## src/rtl/definitions_pkg.sv

```systemverilog
// Shared instruction definitions for the decoder, issue queue and ALU.
package definitions_pkg;

    typedef enum logic [2:0] {
        ADD  = 3'd0,
        SUB  = 3'd1,
        MULT = 3'd2,
        DIV  = 3'd3
    } opcode_t;

    typedef struct packed {
        opcode_t     opcode;
        logic [31:0] a;
        logic [31:0] b;
    } instruction_t;

endpackage

```

## src/rtl/instr_issue_queue.sv

```systemverilog
// Instruction issue queue: FIFO between decoder and ALU with valid/ready on both sides and flush.
// Optional INSTR_QUEUE_STATS_EN adds issued_cnt/stall_cnt statistics outputs.
module instr_issue_queue
    import definitions_pkg::*;
#(
    parameter int unsigned DEPTH = 4,
    localparam int unsigned CNT_W = $clog2(DEPTH + 1)
) (
    input  logic               clock,
    input  logic               reset,
    input  logic               flush,
    input  instruction_t       in_word,
    input  logic               in_valid,
    output logic               in_ready,
    output instruction_t       IW,
    output logic               iw_valid,
    input  logic               alu_ready,
    output logic [CNT_W-1:0]   count,
    output logic               full,
    output logic               empty
`ifdef INSTR_QUEUE_STATS_EN
    ,
    output logic [31:0]        issued_cnt,
    output logic [31:0]        stall_cnt
`endif
);

    localparam int unsigned PTR_W = $clog2(DEPTH);

    instruction_t     mem_q [DEPTH];
    logic [PTR_W-1:0] wr_ptr_q, wr_ptr_d;
    logic [PTR_W-1:0] rd_ptr_q, rd_ptr_d;
    logic [CNT_W-1:0] count_q, count_d;
    logic             push, pop;

    assign full     = (count_q == CNT_W'(DEPTH));
    assign empty    = (count_q == '0);
    assign count    = count_q;
    assign iw_valid = ~empty;
    assign IW       = empty ? '0 : mem_q[rd_ptr_q];
    assign in_ready = ~full & ~flush;

    assign push = in_valid & in_ready;
    assign pop  = iw_valid & alu_ready;

    always_comb begin
        wr_ptr_d = wr_ptr_q;
        rd_ptr_d = rd_ptr_q;
        count_d  = count_q;
        if (flush) begin
            wr_ptr_d = '0;
            rd_ptr_d = '0;
            count_d  = '0;
        end else begin
            if (push) wr_ptr_d = wr_ptr_q + PTR_W'(1);
            if (pop)  rd_ptr_d = rd_ptr_q + PTR_W'(1);
            count_d = count_q + CNT_W'(push) - CNT_W'(pop);
        end
    end

    always_ff @(posedge clock or posedge reset) begin
        if (reset) begin
            wr_ptr_q <= '0;
            rd_ptr_q <= '0;
            count_q  <= '0;
        end else begin
            wr_ptr_q <= wr_ptr_d;
            rd_ptr_q <= rd_ptr_d;
            count_q  <= count_d;
        end
    end

    // Storage is deliberately left unreset; count gates everything visible.
    always_ff @(posedge clock) begin
        if (push) mem_q[wr_ptr_q] <= in_word;
    end

`ifdef INSTR_QUEUE_STATS_EN
    logic [31:0] issued_q, issued_d;
    logic [31:0] stall_q, stall_d;

    // A pop coinciding with flush is discarded, so it is not counted as issued.
    always_comb begin
        issued_d = issued_q + 32'(pop & ~flush);
        stall_d  = stall_q + 32'(iw_valid & ~alu_ready);
    end

    always_ff @(posedge clock or posedge reset) begin
        if (reset) begin
            issued_q <= '0;
            stall_q  <= '0;
        end else begin
            issued_q <= issued_d;
            stall_q  <= stall_d;
        end
    end

    assign issued_cnt = issued_q;
    assign stall_cnt  = stall_q;
`endif

endmodule

```

## config.mk

```make
export PLATFORM = sky130hd
export DESIGN_NAME = instr_issue_queue
export DESIGN_NICKNAME = d
export VERILOG_FILES = /design/src/rtl/definitions_pkg.sv /design/src/rtl/instr_issue_queue.sv
export SDC_FILE = /design/constraint.sdc
export NUM_CORES = 1
export LEC_CHECK = 0
export CAP_MARGIN = 10
export CORE_UTILIZATION = 55
export CTS_CLUSTER_DIAMETER = 150
export DETAILED_ROUTE_END_ITERATION = 8
export PLACE_DENSITY = 0.8
export SETUP_SLACK_MARGIN = 0.15
export SLEW_MARGIN = 20
export SYNTH_ARGS = -nofsm -noshare
export SYNTH_HDL_FRONTEND = slang
export SYNTH_SLANG_ARGS = --single-unit
```

## constraint.sdc

```tcl
create_clock -name clock -period 6.64 [get_ports clock]
set_input_delay 0.664 -clock clock [delete_from_list [all_inputs] [get_ports clock]]
set_output_delay 0.664 -clock clock [all_outputs]
set_load 0.02 [all_outputs]
```

==> metrics.cfg <==
[placed_design]
dpl_cell_area_sq_mm=0.0123
routabilityCongestion=0.711
io_buffers=145
place_hpwl_um=10300

[clocking]
insertion_delay_ps=520
htree_levels=1
clock-sinks=275
clock_path_buffers=3
root_buffer=clkbuf_16
postCtsHoldBufs=0
numCtsBuffers=26
cts_resized=0
cts_tree=built
postCtsSetupBuffers=0
clk_pin_slew_worst_paths_ps=60

[sta]
max_freq_mhz=241
max_slew_margin_pct=29.8
drv_slew=0
holdWs_ps=430
period_share_pct=62.4
grt_setup_unrepaired=false
fin_tns_setup_ps=0
finalSetupViolCount=0
clock-skew-final_ps=21.1
max_slew.worst_pin.slew_ps=1050
min_period_ps=4140
hold_violations=0

[synthesis]
syn_inst=477
synthSimpleGateAreaFrac_pct=5.09
synth_mux_area_share_pct=14.2
yosys.area_share.adder_pct=0.890
ys_ff_latch=275
yosys_warnings=0
synth_top_family_by_area=multiplexers
syn_nets=556
syn-mean-instance-area_sq_um=22.4
synth.distinct_cells=25
synth_compound_area_share_pct=0.234
synth_top_area_cell=edfxtp_1
synthXorXnorAreaFrac_pct=0.0820
synthTopCellsByArea=edfxtp_1, mux4_2, and2_1
yosys.area.top_type_share_pct=75.3
mappedNetlistArea_sq_mm=0.0107
ys_seq_area_share_pct=77.0

[setup_path]
worstPathCellList=buf_4 -> mux4_2 -> and2_1 -> clkdlybuf4s50_1
cp_slowest_cell=dfrtp_4
r2r-start=count[1]
cp-start-kind=register
path_class=reg -> out
path_buf_inv=2
critPathRequiredTime_ps=5980
endpoint_kind=primary output
cpLargestDelayFamily=buffers and inverters
path_max_fanout=41
cpPeakStageDelay_ps=930
startpoint=rd_ptr_q[0]
crit_arrival_ps=3480

[global_route]
grt_overflow=0
grt_start_max_net_pins=72
antenna_found_initial=0
grt_pass1_vias=5422
grt_use_total_pct=19.5
grt_pass1_wl_um=29400

[min_path]
min_path_type=in -> async

[finish]
area_growth_syn_to_layout_pct=22.8
final_area_sq_mm=0.0131
drive_gt1_share_pct=18.1
n_antenna_cell=0
fin_nets=706
final_util_pct=69.5

[detailed_routing]
ant_nets=0
via_per_inst=5.46
drc=0
drt_iter0_drc=262
dr.pass1.iters=4
num_vias=4953
drt-total-wl_um=18800
wl_per_cell_um=20.7

[floorplanning]
ios=146
initial_core_util_pct=56.5
core_area_sq_mm=0.0189
dieArea_sq_mm=0.0200
fp-row-count=50
die_y_um=141
die_w_um=141

[power_and_ir_drop]
p_per_area_mw_per_mm2=387
power.leakage_nw=4.19
ir_worst_vdd_uv=384

[status]
status=completed

[job]
drv_cap=0

[sequential cells by signal, indices dropped and copies added, names as in the netlist]
signal / cells
rd_ptr_q: 2
wr_ptr_q: 2
count: 3
mem_q: 268
[worst reg2reg max path, delay by kind of cell, from the launching register on]
kind	cells	cell delay, ps
XOR/XNOR	1	160
adder cells (fa/ha/maj)	3	780
buffers and inverters	3	460
flip-flops	1	460
AND/OR/NAND/NOR	4	1070
[layout by cell type, fill, tap and decap left out, types with 2 or more instances in the layout]
master and instances:
edfxtp_1 268, clkdlybuf4s50_1 145, and2_1 69, mux4_2 67, clkbuf_16 27, inv_1 8, ha_1 6, clkbuf_1 6
nor2_1 5, clkbuf_8 5, dfrtp_1 5, and2_4 4, clkinv_2 4, o21ai_0 3, clkinv_1 3, or3_1 2
a21oi_1 2, bufinv_16 2, buf_4 2, dfrtp_4 2
[path summary, 6_finish.rpt]
check / end / slack [ps] / depth (start not counted)
max: IW[55] / 2500 / 4
min: wr_ptr_q[1] / 430 / 2
max reg2reg: count[2] / 3610 / 11
min reg2reg: wr_ptr_q[0] / 630 / 2
max in group asynchronous: rd_ptr_q[1] / 5960 / 2
min in group clock: wr_ptr_q[0] / 630 / 2
[power breakdown]
| group | switching (mW) | total, mW | internal [mW] |
|---|---|---|---|
| Sequential | 0.110 | 2.14 | 2.03 |
| Combinational | 0.711 | 1.48 | 0.773 |
| Clock | 0.584 | 1.46 | 0.876 |
| Total | 1.41 | 5.08 | 3.68 |
[metrics by stage]
stage	power, mW	setup slack [ps]	std cells
6_report	5.08	2500	907
5_1_grt	5.28	2270	907
4_1_cts	5.14	2370	907
3_5_place_dp	3.68	2960	859
3_3_place_gp	3.66	2940	859
2_1_floorplan	3.10	3430	477
[Yosys cell counts]
master    count
xor2_1        1
nor3_1        1
buf_12        6
fa_1          1
inv_1         8
nor2_1        5
and2_1       73
edfxtp_1    268
a21oi_1       2
dfrtp_1       7
buf_4         2
or3_1         3
clkbuf_1      6
buf_2         7
nand2_1       1
nor3b_2       1
o21ai_0       3
ha_1          6
mux4_2       67
mux2_1        1
or2b_1        1
buf_6         4
nand3_1       1
nor3_2        1
nor2b_1       1
[final cells by class]
class / instances / area [sq um]
Clock buffer: 38 / 767
Clock inverter: 10 / 100
Fill cell: 1174 / 5770
Inverter: 8 / 30.0
Multi-Input combinational cell: 169 / 2200
Sequential cell: 275 / 8230
Tap cell: 260 / 325
Timing Repair Buffer: 147 / 1470
[logic make-up after synthesis]
| family | after synthesis |
|---|---|
| adders and majority gates | 7 |
| buffers and inverters | 33 |
| DFF | 275 |
| xor gates and xnor gates | 1 |
| AOI/OAI and AO/OA | 5 |
| and+or+nand+nor | 88 |
| muxes | 68 |
[layer usage]
layer / track usage, % / wire length [um] / vias to the layer above
met3: 3.17 / 952 / 27
li1: - / - / 2217
met4: 5.60 / 328 / 0
met1: 25.3 / 7680 / 2563
met2: 34.3 / 9800 / 146
met5: 0 / 0 / -
Note: power is estimated with default switching activity, not from simulation.
